[config.mk]
export PLATFORM = sky130hd
export DESIGN_NAME = mem_io_bridge
export DESIGN_NICKNAME = d
export VERILOG_FILES = /design/src/rtl/miob_pkg.sv /design/src/rtl/miob_wait_ctr.sv /design/src/rtl/mem_io_bridge.sv
export SDC_FILE = /design/constraint.sdc
export NUM_CORES = 1
export LEC_CHECK = 0
export BUFFER_PORTS_ARGS = -buffer_cell sky130_fd_sc_hd__buf_2
export CAP_MARGIN = 20
export CORE_AREA = 2 2 151 153
export CTS_CLUSTER_DIAMETER = 100
export DETAILED_ROUTE_END_ITERATION = 7
export DIE_AREA = 0 0 153 155
export MAX_ROUTING_LAYER = met4
export PLACE_DENSITY_LB_ADDON = 0.2
export SLEW_MARGIN = 40
export SYNTH_ARGS = -nofsm -noshare
export SYNTH_HDL_FRONTEND = slang
export SYNTH_SLANG_ARGS = --single-unit
[constraint.sdc]
create_clock -name clk -period 3.5 [get_ports clk]
set_clock_uncertainty 0.2 [all_clocks]
set_input_delay 0.525 -clock clk [delete_from_list [all_inputs] [get_ports clk]]
set_output_delay 0.525 -clock clk [all_outputs]
set_load 0.01 [all_outputs]
[src/rtl/miob_pkg.sv]
// miob_pkg: shared state encoding and IO window constants for the memory/IO bridge
package miob_pkg;
   typedef enum logic [1:0] {
      IDLE    = 2'd0,
      RAM_ACC = 2'd1,
      IO_ACC  = 2'd2,
      DONE    = 2'd3
   } state_t;
   localparam int IO_OFS_W = 12;
   localparam int CH_LSB   = 12;
   localparam int CH_MSB   = 15;
   localparam int CH_W     = CH_MSB - CH_LSB + 1;
   localparam int REGION_W = 4;
endpackage

[src/rtl/miob_wait_ctr.sv]
// miob_wait_ctr: 8-bit loadable down-counter with zero flag, shared by RAM wait and IO timeout
module miob_wait_ctr (
   input  logic       clk,
   input  logic       rst,
   input  logic       load,
   input  logic [7:0] value,
   input  logic       en,
   output logic       zero
);
   logic [7:0] cnt;
   always_ff @(posedge clk or negedge rst)
      if (!rst) cnt <= '0;
      else if (load) cnt <= value;
      else if (en && !zero) cnt <= cnt - 8'd1;
   assign zero = cnt == 8'd0;
endmodule

[src/rtl/mem_io_bridge.sv]
// mem_io_bridge: registered, handshaked RAM / memory-mapped IO access engine
// Define MIOB_TIMEOUT_EN to abort IO accesses that see no ack within TIMEOUT cycles.
module mem_io_bridge
   import miob_pkg::*;
#(
   parameter int                  DW       = 32,
   parameter int                  AW       = 32,
   parameter int                  NCH      = 4,
   parameter logic [REGION_W-1:0] IO_BASE  = 4'hF,
   parameter int                  RAM_WAIT = 1,
   parameter int                  TIMEOUT  = 255
) (
   input  logic                clk,
   input  logic                rst,
   input  logic                req_i,
   input  logic                we_i,
   input  logic [AW-1:0]       addr_i,
   input  logic [DW-1:0]       wdata_i,
   input  logic [DW/8-1:0]     sel_i,
   output logic                busy_o,
   output logic                ready_o,
   output logic [DW-1:0]       rdata_o,
   output logic                err_o,
   output logic                ram_ce_o,
   output logic                ram_we_o,
   output logic [AW-1:0]       ram_addr_o,
   output logic [DW-1:0]       ram_data_o,
   output logic [DW/8-1:0]     ram_sel_o,
   input  logic [DW-1:0]       ram_data_i,
   output logic [NCH-1:0]      io_ce_o,
   output logic                io_we_o,
   output logic [IO_OFS_W-1:0] io_addr_o,
   output logic [DW-1:0]       io_data_o,
   input  logic [NCH*DW-1:0]   io_data_i,
   input  logic [NCH-1:0]      io_ack_i
);
   state_t            state, next;
   logic              lat_we;
   logic [AW-1:0]     lat_addr;
   logic [DW-1:0]     lat_wdata;
   logic [DW/8-1:0]   lat_sel;
   logic [DW-1:0]     rdata, next_rdata, io_rd;
   logic              err, next_err, go_done, ld, zero, expire, acked, is_io, ch_ok;
   logic [7:0]        ld_val;
   logic [CH_W-1:0]   ch;
   logic [NCH-1:0]    ch_hot;
   assign ch     = lat_addr[CH_MSB:CH_LSB];
   assign ch_hot = NCH'(1) << ch;
   assign acked  = |(io_ack_i & ch_hot);
   assign is_io  = addr_i[AW-1 -: REGION_W] == IO_BASE;
   assign ch_ok  = int'(addr_i[CH_MSB:CH_LSB]) < NCH;
`ifdef MIOB_TIMEOUT_EN
   assign expire = zero;
`else
   assign expire = 1'b0;
`endif
   always_comb begin
      io_rd = '0;
      for (int k = 0; k < NCH; k++)
         if (ch == CH_W'(k)) io_rd = io_data_i[k*DW +: DW];
   end
   miob_wait_ctr u_ctr (
      .clk   (clk),
      .rst   (rst),
      .load  (ld),
      .value (ld_val),
      .en    (state == RAM_ACC || state == IO_ACC),
      .zero  (zero)
   );
   always_ff @(posedge clk or negedge rst)
      if (!rst) state <= IDLE;
      else state <= next;
   always_comb begin
      next       = state;
      ld         = 1'b0;
      ld_val     = 8'(RAM_WAIT - 1);
      go_done    = 1'b0;
      next_err   = 1'b0;
      next_rdata = '0;
      case (state)
         IDLE:
            if (req_i) begin
               if (!is_io) begin
                  next = RAM_ACC;
                  ld   = 1'b1;
               end else if (ch_ok) begin
                  next   = IO_ACC;
                  ld     = 1'b1;
                  ld_val = 8'(TIMEOUT - 1);
               end else begin
                  next     = DONE;
                  go_done  = 1'b1;
                  next_err = 1'b1;
               end
            end
         RAM_ACC:
            if (zero) begin
               next       = DONE;
               go_done    = 1'b1;
               next_rdata = lat_we ? '0 : ram_data_i;
            end
         IO_ACC:
            if (acked) begin
               next       = DONE;
               go_done    = 1'b1;
               next_rdata = lat_we ? '0 : io_rd;
            end else if (expire) begin
               next     = DONE;
               go_done  = 1'b1;
               next_err = 1'b1;
            end
         default: next = IDLE;
      endcase
   end
   always_ff @(posedge clk or negedge rst)
      if (!rst) begin
         lat_we    <= 1'b0;
         lat_addr  <= '0;
         lat_wdata <= '0;
         lat_sel   <= '0;
         rdata     <= '0;
         err       <= 1'b0;
      end else begin
         if (state == IDLE && req_i) begin
            lat_we    <= we_i;
            lat_addr  <= addr_i;
            lat_wdata <= wdata_i;
            lat_sel   <= sel_i;
         end
         if (go_done) begin
            rdata <= next_rdata;
            err   <= next_err;
         end
      end
   assign busy_o     = state != IDLE;
   assign ready_o    = state == DONE;
   assign rdata_o    = rdata;
   assign err_o      = err;
   assign ram_ce_o   = state == RAM_ACC;
   assign ram_we_o   = ram_ce_o & lat_we;
   assign ram_addr_o = ram_ce_o ? lat_addr : '0;
   assign ram_data_o = ram_ce_o ? lat_wdata : '0;
   assign ram_sel_o  = ram_ce_o ? lat_sel : '0;
   assign io_ce_o    = state == IO_ACC ? ch_hot : '0;
   assign io_we_o    = state == IO_ACC && lat_we;
   assign io_addr_o  = state == IO_ACC ? lat_addr[IO_OFS_W-1:0] : '0;
   assign io_data_o  = state == IO_ACC ? lat_wdata : '0;
endmodule

; Word level (Yosys, flattened, before mapping)
; Index checks and enable logic that the tools add are counted.
[classes]
n_lt_le_gt_ge = 1
n_eq_ne = 10
n_shift = 1
add_sub_neg = 1
n_reduce_logical = 12
bitwise_logic = 2
n_mux = 38
[op_table]
columns = operator, count
row1 = 32-bit two-way mux, 11
row2 = 32-bit case mux with 2 select lines, 1
row3 = 8-bit two-way mux, 6
row4 = 12-bit two-way mux, 1
row5 = 1-bit two-way mux, 11
row6 = "4-bit by 2-bit equality test with 1-bit output, second input constant", 2
row7 = 8-bit zero test, 1
row8 = 2-bit two-way mux, 4
row9 = 4-bit two-way mux, 2
row10 = "8-bit by 1-bit subtractor with 8-bit output, second input constant", 1
row11 = 2-bit case mux with 3 select lines, 1
row12 = 4-bit AND, 1
row13 = "2-bit equality test, second input constant", 2
row14 = "4-bit by 1-bit equality test with 1-bit output, second input constant", 1
row15 = "4-bit equality test, second input constant", 1
row16 = 4-bit zero test, 1
row17 = "4-bit by 3-bit less-than comparator with 1-bit output, second input constant", 1
row18 = "2-bit inequality test, second input constant", 2
row19 = 2-bit nonzero test, 2
row20 = 4-bit OR reduction, 1
row21 = "1-bit by 4-bit << shifter with 4-bit output, first input constant", 1
row22 = 1-bit logical AND, 3
row23 = 1-bit case mux with 3 select lines, 1
row24 = 3-bit AND reduction, 1
row25 = other kinds (6), 6
[word_totals]
out_inout_bits = 154
word_cells = 73
register_bits = 112
inputBits = 236

; Longest topological paths before layout
; Gate-level depths: netlist of the first run.
[logic_depth]
ltp_word = 8
depth_mapped = 9

; Modules after synthesis
; Synthesis of the first run repeated with hierarchy kept, for this count alone.
[hier_totals]
cells_unflattened = 634
hier_area_um2 = 6637.6
[by_module_without_submodules]
columns = module, seq_area_each_um2, area_each_um2, cells_each, instances
row1 = mem_io_bridge, 2602.5, 6089.6, 575, 1
row2 = miob_wait_ctr, 200.2, 548.0, 59, 1

; Least setup slack after synthesis of the first run
; No wires, ideal clock.
[synth_timing]
path_kind = reg2reg
start = register state[0]
end = register rdata[19] (netlist: rdata_o[19])
arrival_ps = 2237
stages_incl_launch_ff = 9
setup_slack_ps = 942
setup_time_ps = 121
synth_period_minus_slack_ps = 2558
cell_sequence = dfrtp_1 inv_1 ha_1 or3b_2 or3b_2 and3_1 buf_6 buf_6 a22o_1
[synth_between]
elab_chain_cells = 2
elab_cells_between_ends = 5
[synth_rtl]
columns = item, line_no
row1 = start: declaration, mem_io_bridge.sv:37  ; state_t state, next;
row2 = start signal: assignment, mem_io_bridge.sv:72  ; else state <= next;
row3 = "2-bit equality test, or another cell as far along", mem_io_bridge.sv:80  ; case (state)
row4 = 1-bit case mux with 3 select lines or 32-bit case mux with 2 select lines (tied branches), mem_io_bridge.sv:80
row5 = end signal: assignment, mem_io_bridge.sv:131  ; rdata <= next_rdata;
row6 = end: declaration, mem_io_bridge.sv:42  ; logic [DW-1:0] rdata, next_rdata, io_rd;
; Parallel ways exist; a longest one is shown, timed or not.
; A chain may end at the register's enable or synchronous reset.

; Worst setup path in the final report of the first run
[layout_timing]
start = register state[0]
end = output io_ce_o[1]
[layout_between]
elab_chain_cells = 2
[layout_rtl]
columns = item, line_no
row1 = 2-bit equality test, mem_io_bridge.sv:144  ; assign io_ce_o = state == IO_ACC ? ch_hot : '0;
row2 = 4-bit two-way mux, mem_io_bridge.sv:144
row3 = end: declaration, mem_io_bridge.sv:30  ; output logic [NCH-1:0] io_ce_o,
; Every way passes these cells.

==> results.sh, run 1 <==
export IMPL_die_h_um=155
export IMPL_core_um2=22200
export IMPL_rr_startpoint="state[0]"
export IMPL_worst_setup_path_start_kind="flip-flop"
export IMPL_vias=6660
export IMPL_routedWlPerCell_um=19.3
export IMPL_cts_tree="done"
export IMPL_peakVddDrop_uv=356
export IMPL_wl_um=25300
export IMPL_ys_ff_latch=112
export IMPL_nets=1260
export IMPL_synth_common_cells="and2_1, dfrtp_1, mux2_2"
export IMPL_gp_congestion=0.830
export IMPL_drt_pass1_iter_count=5
export IMPL_grt_pass1_vias=6763
export IMPL_netlist_area_leader_share=0.409
export IMPL_rows=55
export IMPL_clk_path_buf_depth=2
export IMPL_reg2reg_slack_ps=740
export IMPL_ys_async_sr_fraction=1.00
export IMPL_tns_ps=0
export IMPL_grt_util_all_layers=0.215
export IMPL_drc_errors=0
export IMPL_synth_edf_count=0
export IMPL_dieArea_um2=23700
export IMPL_p_leak_uw=0.00473
export IMPL_dpl_hpwl_um=19000
export IMPL_grt_max_degree=93
export IMPL_synth_cell_types=49
export IMPL_synth_top_area_cell="dfrtp_1"
export IMPL_grt_pass1_wl_um=38600
export IMPL_arrival_ps=2080
export IMPL_area_growth_syn_to_layout_pct=36.9
export IMPL_antenna_found_initial=3
export IMPL_post_cts_resized=0
export IMPL_rsz0062_at_grt="false"
export IMPL_cts_buffers=9
export IMPL_die_x_um=153
export IMPL_io_pins=390
export IMPL_drt_iter0_markers=448
export IMPL_p_per_area_nw_per_um2=838
export IMPL_setup_viol=0
export IMPL_numClockSinks=112
export IMPL_vias_per_cell=5.08
export IMPL_worst_pin_slew_ps=731
export IMPL_min_from="wdata_i[19]"
export IMPL_min_period_ps=2800
export IMPL_dpl_instance_area_um2=9030
export IMPL_r2r_end="rdata_o[15]"
export IMPL_final_setup_worst_slack_ps=698
export IMPL_worst_hold_slack_ps=184
export IMPL_synth_most_common_cell="and2_1"
export IMPL_ys_seq_area_frac=0.409
export IMPL_whs_path_depth=2
export IMPL_fill_cells=2255
export IMPL_reg2regPathDepth=7
export IMPL_cts_clk_slew_worst_paths_ps=90
export IMPL_portBuffers=389
export IMPL_ys_warn_count=0
export IMPL_slew_headroom=0.510
export IMPL_syn_area_per_cell_um2=10.2
export IMPL_synth_net_count=915
export IMPL_drive_above_1_share=0.495
export IMPL_crit_required_ps=2770
export IMPL_crit_fanout=5
export IMPL_min_path_type="in -> reg"
export IMPL_maxSlewViolCount=0
export IMPL_place_worst_setup_slack_ps=748
export IMPL_fin_area_um2=9380
export IMPL_overflow=0
export IMPL_period_share=0.800
export IMPL_ys_flop_type="dfrtp_1"
export IMPL_max_freq_ghz=0.357
export IMPL_timing_setup_critical_path_class="reg -> out"
export IMPL_utilization=0.422
export IMPL_clk_latency_ps=360
export IMPL_max_cap_violations=0
export IMPL_clockRootBuffer="clkbuf_16"
export IMPL_synthCells=673
export IMPL_hold_end="lat_wdata[19]"
export IMPL_syn_area_um2=6850
export IMPL_cts_max_level=3
export IMPL_final_antenna_net_count=0
export IMPL_status="finished clean"
export IMPL_hold_viol=0
export IMPL_start_util=0.308
export IMPL_crit_path_end_kind="output pin"
export IMPL_synthTopCellsByArea="dfrtp_1, mux2_2, and2_1"
## worst max-delay path by stage
stage                         end      from
finish                 io_ce_o[1]  state[0]
global route         ram_sel_o[2]  state[1]
CTS                 ram_addr_o[9]  state[1]
detailed placement    rdata_o[23]  state[0]
global placement      rdata_o[12]  state[0]
floorplan             rdata_o[19]  state[0]
## area by class of cell
type,count,area [µm²],area share
tap,285,357,0.0380
timing repair buffer,404,2090,0.223
sequential,112,2810,0.299
antenna,4,10.0,0.00107
clock inverter,7,108,0.0115
clock buffer,9,225,0.0240
inverter,11,41.3,0.00440
multi-input combinational,480,3740,0.399
## registers in the layout, indices dropped and copies added, names as in the netlist
signal	cells
lat_addr	32
lat_wdata	32
rdata_o	32
u_ctr.cnt	8
lat_sel	4
state	2
err_o	1
lat_we	1
## placed cells by master (no fill, tap or decap), types with 5 or more instances in the layout
master,n
ha_1,5
nor2_1,37
nor4b_1,32
clkbuf_16,9
buf_4,12
o21ai_0,34
buf_2,388
and2_1,114
inv_1,11
mux2_2,70
nor2b_1,32
dfrtp_1,110
a211o_1,32
a32o_1,32
a22o_1,33
## repair_timing
action / in CTS / in global routing
setup buffers: 0 / 0
hold buffers: 0 / 1
endpoints found under the hold margin: 0 / 55
## cells by family (layout without fill, tap and decap cells)
family          Yosys count  count (layout)  share of synthesized area
simple gates            242             242                      0.221
xor+xnor                  1               1                    0.00128
other cells               0               4                          0
buf+inv                  81             431                     0.0495
flops                   112             112                      0.409
mux                      72              72                      0.120
fa+ha+maj                 6               6                     0.0110
compound gates          159             159                      0.188
## power by group
part           switching, µW  internal, µW
sequential               545          1960
clock                    560           586
combinational           2250          1970
## routing by layer
metal | track usage | part of all wire | up-vias
met1 | 0.259 | 0.41 | 3202
met5 | - | 0 | -
li1 | - | - | 3137
met4 | 0.0595 | 0.021 | 0
met2 | 0.360 | 0.49 | 292
met3 | 0.0543 | 0.078 | 29
## stage by stage
| stage | std cells | total power [µW] |
|---|---|---|
| 3_5_place_dp | 1291 | 6770 |
| 3_3_place_gp | 1291 | 6760 |
| 5_1_grt | 1310 | 8480 |
| 6_report | 1312 | 7870 |
| 4_1_cts | 1307 | 7970 |
| 2_1_floorplan | 673 | 5140 |
## worst max-delay path: stages, from the launching register on
cell     delay, ps
dfrtp_1        410
inv_1          110
ha_1           170
or3b_2         520
nor3b_1        310
buf_2          200
Power figures use the tool's default switching activity.
==> run 2: changes to the inputs <==
Settings changed: ABC_AREA from default to 1, CORE_AREA 2 2 151 153 to 2 2 150 152, DIE_AREA 0 0 153 155 to 0 0 152 154.
Clock period 3.5 ns to 2.5 ns, I/O delays scaled along.
==> run 2 against run 1 <==
  * Non-clock buffer count up 16
  * Critical path type unchanged
  * Sequential share of layout area is 1.4 points lower
  * Utilization grew 3.1 points
  * Register-to-register slack got worse by 430 ps
  * Critical path depth is 1 higher
  * Critical endpoint is now io_data_o[0]
  * Clock power rose by 26%
  * Power increased by 24%
==> results.sh, run 2 <==
export IMPL_final_antenna_net_count=0
export IMPL_maxSlewViolCount=0
export IMPL_crit_required_ps=1920
export IMPL_routedWlPerCell_um=14.2
export IMPL_dpl_hpwl_um=19700
export IMPL_ys_seq_area_frac=0.391
export IMPL_clk_path_buf_depth=2
export IMPL_synth_edf_count=0
export IMPL_worst_pin_slew_ps=719
export IMPL_synth_top_area_cell="dfrtp_1"
export IMPL_ys_ff_latch=112
export IMPL_start_util=0.331
export IMPL_worst_setup_path_start_kind="flip-flop"
export IMPL_syn_area_um2=7170
export IMPL_portBuffers=389
export IMPL_cts_tree="done"
export IMPL_dieArea_um2=23400
export IMPL_drive_above_1_share=0.284
export IMPL_drc_errors=0
export IMPL_wl_um=26000
export IMPL_crit_path_end_kind="output pin"
export IMPL_antenna_found_initial=2
export IMPL_grt_pass1_wl_um=41400
export IMPL_grt_util_all_layers=0.224
export IMPL_vias_per_cell=4.49
export IMPL_synthCells=1181
export IMPL_die_h_um=154
export IMPL_cts_clk_slew_worst_paths_ps=80
export IMPL_min_period_ps=2330
export IMPL_p_leak_uw=0.00683
export IMPL_numClockSinks=112
export IMPL_fill_cells=2337
export IMPL_syn_area_per_cell_um2=6.07
export IMPL_netlist_area_leader_share=0.391
export IMPL_rows=54
export IMPL_drt_pass1_iter_count=5
export IMPL_synth_common_cells="nand2_1, nand3_1, inv_1"
export IMPL_hold_viol=0
export IMPL_synth_most_common_cell="nand2_1"
export IMPL_peakVddDrop_uv=551
export IMPL_ys_async_sr_fraction=1.00
export IMPL_cts_max_level=3
export IMPL_synthTopCellsByArea="dfrtp_1, nand2_1, nand3_1"
export IMPL_layout_commonest_cell="nand2_1"
export IMPL_clk_latency_ps=350
export IMPL_slew_headroom=0.520
export IMPL_die_x_um=152
export IMPL_overflow=0
export IMPL_area_growth_syn_to_layout_pct=37.0
export IMPL_ys_warn_count=0
export IMPL_tns_ps=0
export IMPL_worst_hold_slack_ps=10.8
export IMPL_synth_net_count=1423
export IMPL_drt_iter0_markers=600
export IMPL_vias=8213
export IMPL_final_cell_mix="nand2_1, buf_2, nand3_1"
export IMPL_core_um2=21700
export IMPL_clockRootBuffer="clkbuf_16"
export IMPL_final_setup_worst_slack_ps=171
export IMPL_grt_max_degree=100
export IMPL_post_cts_buffers=0
export IMPL_max_freq_ghz=0.429
export IMPL_setup_viol=0
export IMPL_rsz0062_at_grt="false"
export IMPL_status="finished clean"
export IMPL_period_share=0.932
export IMPL_gp_congestion=0.862
export IMPL_cts_buffers=9
export IMPL_place_worst_setup_slack_ps=363
export IMPL_nets=1785
export IMPL_max_cap_violations=0
export IMPL_synth_cell_types=23
export IMPL_arrival_ps=1750
export IMPL_grt_pass1_vias=7847
export IMPL_p_per_area_nw_per_um2=992
export IMPL_min_path_type="in -> reg"
export IMPL_timing_setup_critical_path_class="reg -> out"
export IMPL_io_pins=390
export IMPL_ys_flop_type="dfrtp_1"
export IMPL_crit_fanout=46
export IMPL_total_power_uw=9740
-- run 2: logic make-up (layout without fill, tap and decap cells) --
logic type | count (synthesis) | count (layout) | synth area share
flops | 112 | 112 | 0.391
other cells | 0 | 3 | 0
xor+xnor | 3 | 3 | 0.00367
simple gates | 828 | 828 | 0.461
compound gates | 26 | 26 | 0.0190
buf+inv | 206 | 573 | 0.115
fa+ha+maj | 6 | 6 | 0.0105
-- run 2: final timing paths --
check                                   from      endpoint  slack [ps]  depth (start not counted)
worst max-delay path                state[0]  io_data_o[0]         170                          6
worst min-delay path               addr_i[3]   lat_addr[3]          10                          3
worst max register to register      state[0]  u_ctr.cnt[7]         310                          9
worst min register to register  lat_addr[17]  lat_addr[17]         280                          2
max in group asynchronous                rst   rdata_o[31]        1150                          3
min in group asynchronous                rst   lat_addr[9]         330                          2
-- run 2: critical path: stages, from the launching register on --
cell	delay, ps
dfrtp_1	430
inv_1	110
ha_2	230
buf_6	310
nand2_1	90
inv_1	70
buf_2	120
-- run 2: final cells by class --
type / instances / area [µm²] / share of cell area
Sequential cell: 112 / 2800 / 0.285
Multi-Input combinational cell: 863 / 3560 / 0.363
Clock inverter: 6 / 57.6 / 0.00586
Inverter: 137 / 514 / 0.0524
Antenna cell: 3 / 7.51 / 0.000764
Clock buffer: 10 / 229 / 0.0233
Timing Repair Buffer: 420 / 2300 / 0.234
Tap cell: 280 / 350 / 0.0357
-- run 2: per-stage QoR --
step	instances	utilization	instance area (µm²)
floorplan	1181	-	7170
global placement	1802	0.435	9430
detailed placement	1802	0.435	9430
CTS	1828	0.452	9810
global route	1830	0.453	9820
finish	1831	0.453	9820
-- run 2: power breakdown --
group	switching, µW	internal (µW)
Sequential	523	2460
Clock	739	706
Combinational	3480	1840
-- run 2: metal layers --
layer / up-vias / wire length [µm] / global-route usage
met3: 28 / 1660 / 0.0378
met4: 0 / 495 / 0.0610
met1: 3635 / 11200 / 0.276
li1: 4253 / - / -
met5: - / 0 / -
met2: 297 / 12700 / 0.381
-- run 2: repair_timing --
| action | 4_1_cts | 5_1_grt |
|---|---|---|
| endpoints found under the hold margin | 47 | 0 |
| hold buffers | 10 | 0 |
| endpoints found under the setup margin | 0 | 40 |
| resized for setup | 0 | 1 |
